### src/rtl/testcore_reset_seq.sv
// Power-on / PLL-lock reset sequencer ahead of the Nios II test core.
// Ports: clk, reset, pll_locked, sw_reset_req -> core_reset_n, adc_locked_out, running, lock_loss_cnt.
module testcore_reset_seq #(
  parameter int SYNC_STAGES   = 2,
  parameter int STABLE_CYCLES = 1024,
  parameter int HOLD_CYCLES   = 64,
  parameter int LOSS_WIDTH    = 8
) (
  input  logic                  clk,
  input  logic                  reset,
  input  logic                  pll_locked,
  input  logic                  sw_reset_req,
  output logic                  core_reset_n,
  output logic                  adc_locked_out,
  output logic                  running,
  output logic [LOSS_WIDTH-1:0] lock_loss_cnt
);

  localparam int MAXC =
    (STABLE_CYCLES > HOLD_CYCLES) ? STABLE_CYCLES : HOLD_CYCLES;
  localparam int TW = (MAXC > 1) ? $clog2(MAXC) : 1;

  localparam logic [TW-1:0] STABLE_LAST = TW'(STABLE_CYCLES - 1);
  localparam logic [TW-1:0] HOLD_LAST   = TW'(HOLD_CYCLES - 1);

  typedef enum logic [1:0] {
    WAIT_LOCK,
    STABILIZE,
    HOLD,
    RUN
  } state_t;

  state_t state, state_next;

  logic [SYNC_STAGES-1:0] sync;
  logic                   lock_s;
  logic [TW-1:0]          timer, timer_next;
  logic [LOSS_WIDTH-1:0]  cnt_next;
  logic                   core_reset_n_next;
  logic                   adc_locked_next;
  logic                   running_next;

  assign lock_s = sync[SYNC_STAGES-1];

  always_ff @(posedge clk or posedge reset) begin
    if (reset) begin
      sync           <= '0;
      state          <= WAIT_LOCK;
      timer          <= '0;
      core_reset_n   <= 1'b0;
      adc_locked_out <= 1'b0;
      running        <= 1'b0;
      lock_loss_cnt  <= '0;
    end else begin
      sync           <= {sync[SYNC_STAGES-2:0], pll_locked};
      state          <= state_next;
      timer          <= timer_next;
      core_reset_n   <= core_reset_n_next;
      adc_locked_out <= adc_locked_next;
      running        <= running_next;
      lock_loss_cnt  <= cnt_next;
    end
  end

  always_comb begin
    state_next = state;
    timer_next = timer;
    cnt_next   = lock_loss_cnt;
    unique case (state)
      WAIT_LOCK: begin
        if (lock_s) begin
          state_next = STABILIZE;
          timer_next = '0;
        end
      end
      STABILIZE: begin
        if (!lock_s) begin
          state_next = WAIT_LOCK;
          timer_next = '0;
        end else if (timer == STABLE_LAST) begin
          state_next = HOLD;
          timer_next = '0;
        end else begin
          timer_next = timer + TW'(1);
        end
      end
      HOLD: begin
        if (!lock_s) begin
          state_next = WAIT_LOCK;
          timer_next = '0;
        end else if (timer == HOLD_LAST) begin
          state_next = RUN;
          timer_next = '0;
        end else begin
          timer_next = timer + TW'(1);
        end
      end
      RUN: begin
        // Lock loss has priority over a software re-hold request.
        if (!lock_s) begin
          state_next = WAIT_LOCK;
          timer_next = '0;
          if (lock_loss_cnt != '1) begin
            cnt_next = lock_loss_cnt + LOSS_WIDTH'(1);
          end
        end else if (sw_reset_req) begin
          state_next = HOLD;
          timer_next = '0;
        end
      end
      default: begin
        state_next = WAIT_LOCK;
        timer_next = '0;
      end
    endcase
  end

  // Outputs are registered from the next state so they change on the
  // same edge as the state itself.
  always_comb begin
    core_reset_n_next = (state_next == RUN);
    running_next      = (state_next == RUN);
    adc_locked_next   = (state_next == HOLD) || (state_next == RUN);
  end

endmodule
### config.mk
export PLATFORM = sky130hd
export DESIGN_NAME = testcore_reset_seq
export DESIGN_NICKNAME = d
export VERILOG_FILES = /design/src/rtl/testcore_reset_seq.sv
export SDC_FILE = /design/constraint.sdc
export NUM_CORES = 1
export LEC_CHECK = 0
export ABC_AREA = 1
export BUFFER_PORTS_ARGS = -buffer_cell sky130_fd_sc_hd__buf_2
export CAP_MARGIN = 20
export CORE_UTILIZATION = 45
export DETAILED_ROUTE_END_ITERATION = 6
export HOLD_SLACK_MARGIN = 0.1
export PLACE_DENSITY_LB_ADDON = 0.05
export SETUP_SLACK_MARGIN = 0.1
export SYNTH_ARGS = -nofsm -noshare
export SYNTH_HDL_FRONTEND = slang
export SYNTH_SLANG_ARGS = --single-unit
### constraint.sdc
create_clock -name clk -period 2.08 [get_ports clk]
set_input_delay 0.312 -clock clk [delete_from_list [all_inputs] [get_ports clk]]
set_output_delay 0.312 -clock clk [all_outputs]
set_load 0.03 [all_outputs]
[After elaboration in Yosys (flattened, before gate mapping)]
Cells that the tools add are included.
Widths: inputs -> output; s select.
Storage, ports and cells
  bits in registers: 24
  bits of input ports: 4
  output and inout port bits: 11
Cells by class
  add/sub/neg operators: 2
  eq/ne operators: 10
  muxes and demuxes: 16
  bitwise gates (word level): 1
  reduce and logical (&&, ||, !) cells: 4
Operators by type and width (count)
  $mux 10: 7
  $pmux 10 s4: 1
  $mux 2: 7
  $add 10x1->10 const B: 1
  $eq 10x10->1 const B: 1
  $eq 10x6->1 const B: 1
  $add 8x1->8 const B: 1
  $eq 2x2->1 const B: 4
  $ne 8x8->1 const B: 1
  $pmux 2 s4: 1
  $ne 3x3->1 const B: 1
  $reduce_and 3->1: 1
  $eq 2x1->1 const B: 1
  $logic_not 2->1: 1
  $ne 2x2->1 const B: 1
  $reduce_and 2->1: 1
  $logic_or 1x1->1: 1
  $not 1->1: 1

[Depth between registers and ports, before layout]
  depth in word-level cells: 6
  depth in mapped cells: 9
  mapped depth without buffers: 9

[Worst setup path after synthesis]
No wires, ideal clock.
  path kind: reg2reg
  start point: register, netlist name adc_locked_out
  end point: register timer[9]
  setup time: 0.125 ns
  arrival: 1.507 ns
  required time: 1.955 ns
  path slack: 0.448 ns
  cell stages (with the launch flop): 9
  period minus slack after synthesis: 1.632 ns
  cell sequence: dfrtp_1 -> inv_1 -> ha_1 -> inv_1 -> o21ai_2 -> inv_6 -> nand3_1 -> xor2_1 -> nor2_1
RTL lines
  end signal, assigned: line 57  | timer <= timer_next;
  end, declared: line 37  | logic [TW-1:0] timer, timer_next;

[Worst setup path after layout]
  start point: register state[0]
  end point: register running
On the way
  word-level cells in the longest chain between the ends: 4
  elaborated cells on any way between the ends: 13
  those cells by class: eq/ne (4); mux (8); reduce/logical (1)
Ends and longest elaborated chain
  start, declared: line 33  | state_t state, state_next;
  start signal, assigned: line 56  | state <= state_next;
  $mux 2, on equally long branches: line 106, 80, 91
  $mux 2, on equally long branches: line 100, 77, 88
  $pmux 2 s4 *: line 69  | unique case (state)
  $eq 2x2->1 *
  named net core_reset_n_next: line 39  | logic core_reset_n_next;
  end signal, assigned: line 60  | running <= running_next;
  end, declared: line 15  | output logic running,
The timed path passes the listed nets; every way through them passes the cells marked *.
A chain may end at the register's enable or synchronous reset.

==> results.md <==
- The flow ran to the end, and the final reports show no timing, DRC or antenna violations.
- In this run the clock root is driven by a sky130_fd_sc_hd__clkbuf_4.
- The number of warnings reported in the yosys synthesis log is 0.
- The min-delay analysis places its worst path in the category register to register.
- VDD sags by at most 0.425 mV.
- The clock tree buffer depth is 2.
- After synthesis, the share of cell area in mux cells is 0%.
- Of the cells placed in the final design, the portion with a size suffix greater than 1 is 16.1%.
- The finished cells cover 1550 um2.
- The insertion delay of the later-clocked pin in the worst-skew pair is 0.31 ns.
- The instance area at placement is 1500 um2.
- Summing the areas of all compound-gate instances in the mapped netlist gives 5.71% of the synthesized area.
- Setup repair after global routing left no endpoint under its margin.
- The count of final max-slew check failures came to 0.
- Buffers placed on the I/O ports in this run total 14.
- In the synthesized netlist the async set-or-reset flop fraction comes to 100%.
- Dividing total power by cell area gives a power density of 625 nW/um2.
- STA classifies the critical path endpoint as a register.
- The area growth from synthesis to final layout is 11.9%.
- Summed over all layers, the routed wires come to 2.62 mm.
- In the synthesized netlist, the number of instances is 178.
- The cell taking the most area after synthesis is sky130_fd_sc_hd__dfrtp_1.
- The repair_antennas step left the layout with diodes totalling 0.
- In this run the worst setup path begins at state[0].
- The xor-xnor portion of the synthesized cell area is 7.61%.
- The source of the worst hold timing path is sync[0].
- After Yosys synthesis, full adders, half adders and majority gates account for 6.34% of the synthesized area.
- The I/O pin total is 15.
- The most common cell in the synthesized netlist is sky130_fd_sc_hd__nand2_1.
- The critical-path maximum fanout is 6.
- The number of hold-slack violations in the final timing report is 0.
- The reported leakage power is 0.795 nW.
- Between clock sinks in the finished design, the worst skew comes to 0.00124 ns.
- The starting density of the core is 48.8%.
- After legalization and detailed placement, the total HPWL measured 1.97 mm.
- Yosys mapped the design onto 23 distinct sky130hd cell types.
- The number of failing setup endpoints in the final timing report is 0.
- The clock net sink count is 23.
- The area share of the leading cell type in the synthesized netlist is 41.7%.
- The width of the die is 57.4 um.
- The pin count of the biggest net entering global routing is 24.
- The required arrival time at the worst endpoint is 2.29 ns.
- Global routing consumed, over all layers together, 18.2% of the routing resources.
- The via density per instance is 4.91.
- The per-cell routed wire length is 11.4 um.
- The clock tree from TritonCTS is done.
- The via count is 1130.
- The vertical extent of the die is 57.4 um.
- Based on the critical path, the design can be clocked at up to 611 MHz.
- The number of antenna violations at the first check in global routing is 0.
- The core outline area is 2830 um2.
- The tool flagged a number of max-cap violations equal to 0.
- By count the netlist is led by 43 x sky130_fd_sc_hd__nand2_1, 30 x sky130_fd_sc_hd__inv_1, 23 x sky130_fd_sc_hd__dfrtp_1.
- The detailed router finished its first iteration with 39 violations.
- Sequential cells were found to cover 41.7% of the synthesized design area.
- The number of clock buffers inserted by TritonCTS is 3.
- For the final routed database, the setup TNS stands at 0 ns.
- The congestion estimate from routability-driven global placement came to 0.858.
- The startpoint type of the worst setup path is a register.
- The number of flops mapped to enable cells by yosys is 0.
- Ranked by total cell area, the synthesized netlist is headed by sky130_fd_sc_hd__dfrtp_1 42%, sky130_fd_sc_hd__nand2_1 12%, sky130_fd_sc_hd__inv_1 8.2%.
- After global routing the overflow that remains totals 0.
- The via count of the first global-routing pass is 1090.
- The register bit count reported by yosys is 23.
- For this run, the post-layout net count is 211.
- The portion of the clock cycle consumed by the worst path in the final layout is 78.7%.
- Among all flip-flop cells after synthesis, the most frequent one is sky130_fd_sc_hd__dfrtp_1.
- Once detail routing completed, the nets flagged for antenna violations numbered 0.
- For this run, the detailed router's first-pass iteration total came to 4.
- The critical path is of the register to register type.
- The global-route wire length before repair is 4.68 mm.
- The number of DRC violations after detailed routing is 0.
- The number of gates given a new drive strength after cts is 0.
- In this run the number of H-tree levels came out at 1.
- The number of placement rows is 19.
- Each instance of the synthesized netlist takes up on average 7.76 um2.
- The time the final worst path needs with I/O delays and setup is 1.64 ns.
- The die covers 3300 um2.
- The worst pin sits at a relative slew slack of 76.8%.
- The synthesized netlist devotes 28.8% of its cell area to simple gates.
- The worst path arrival time is 1.85 ns.
- The largest family of logic cells by synthesized area is simple AND/OR/NAND/NOR gates.
- The clock slew seen by the registers of the worst setup and hold paths is 0.13 ns.
- The post-synth net total is 189.
- The cell area after technology mapping is 1380 um2.
- The startpoint identified for the worst register-to-register timing path is state[0].
- The transition at the pin with the smallest max-transition slack is 0.348 ns.
-- state kept, by name, indices dropped and copies added, names as in the netlist --
signal          count
sync                2
adc_locked_out      1
lock_loss_cnt       8
timer              10
running             1
state               1
-- worst max-delay path, stage by stage (launching register included) --
cell and delay [ns]:
sky130_fd_sc_hd__dfrtp_1 0.41, sky130_fd_sc_hd__inv_1 0.13, sky130_fd_sc_hd__ha_1 0.26, sky130_fd_sc_hd__nor2_1 0.12, sky130_fd_sc_hd__nand2_1 0.05, sky130_fd_sc_hd__a21boi_0 0.19, sky130_fd_sc_hd__nand3_1 0.11, sky130_fd_sc_hd__a21oi_1 0.20
sky130_fd_sc_hd__nor2_1 0.07
-- placed cells by master (no fill, tap or decap) --
cell type,synthesis,routed
sky130_fd_sc_hd__buf_4,2,3
sky130_fd_sc_hd__a31oi_1,1,1
sky130_fd_sc_hd__nand3_2,1,1
sky130_fd_sc_hd__o31ai_1,1,1
sky130_fd_sc_hd__nor3_1,7,7
sky130_fd_sc_hd__nand2_1,43,43
sky130_fd_sc_hd__a21oi_2,1,1
sky130_fd_sc_hd__inv_1,30,30
sky130_fd_sc_hd__inv_6,1,1
sky130_fd_sc_hd__buf_2,0,14
sky130_fd_sc_hd__o21ai_0,6,6
sky130_fd_sc_hd__nor2_1,16,16
sky130_fd_sc_hd__dfrtp_1,23,23
sky130_fd_sc_hd__nor2_2,4,4
sky130_fd_sc_hd__dlygate4sd3_1,0,2
sky130_fd_sc_hd__nand2_2,3,3
sky130_fd_sc_hd__nor4_1,1,1
sky130_fd_sc_hd__a21oi_1,2,2
sky130_fd_sc_hd__ha_1,7,7
sky130_fd_sc_hd__nand4_1,5,5
sky130_fd_sc_hd__o21ai_2,1,1
sky130_fd_sc_hd__xor2_1,10,10
sky130_fd_sc_hd__nand3_1,10,10
sky130_fd_sc_hd__a21boi_0,1,1
sky130_fd_sc_hd__xnor2_1,2,2
sky130_fd_sc_hd__clkbuf_4,0,3
sky130_fd_sc_hd__clkinv_2,0,1
-- layer usage --
layer	track usage (%)	wire [um]	share of wire, %	vias to the layer above
li1	-	-	-	599
met1	25.7	1330	51	509
met2	27.9	1180	45	18
met3	2.27	68	2.6	4
met4	8.01	37	1.4	0
met5	0	0	0	-
-- area by class of cell --
type	instances	area, um2
clock buffer	3	22.5
clock inverter	1	5.00
fill	278	1280
inverter	31	121
multi-input combinational	122	669
sequential	23	576
tap	31	38.8
timing repair buffer	19	113
-- worst paths after layout --
check	endpoint	slack (ns)	depth (start not counted)
max	running	0.44	8
min	sync[1]	0.36	0
max reg2reg	running	0.44	8
min reg2reg	sync[1]	0.36	0
max in group asynchronous	timer[8]	1.29	4
min in group asynchronous	state[0]	0.57	4
-- report_power, final --
group / switching (mW) / internal (mW)
Sequential: 0.0202 / 0.468
Combinational: 0.181 / 0.0879
Clock: 0.138 / 0.0718
-- cells by family after synthesis --
logic type | Yosys count
simple gates | 90
buf+inv | 33
flops | 23
compound gates | 13
xor+xnor | 12
fa+ha+maj | 7
-- what timing repair did --
item,CTS,global route
buffers inserted,0,0
hold buffers,2,0
endpoints found under the hold margin,24,0
-- per-stage QoR --
| step | power, mW | hold slack [ns] | utilization (%) | setup slack (ns) | instances |
|---|---|---|---|---|---|
| after CTS | 0.981 | 0.354 | 54.6 | 0.440 | 230 |
| after floorplan | 0.692 | 0.314 | - | 0.448 | 178 |
| after detailed placement | 0.762 | 0.335 | 52.9 | 0.462 | 224 |
| final | 0.966 | 0.363 | 54.6 | 0.443 | 230 |
| after global routing | 1.04 | 0.377 | 54.6 | 0.235 | 230 |
| after global placement | 0.752 | 0.334 | 52.9 | 0.451 | 224 |
No activity file was read; power rests on OpenSTA's default activity.
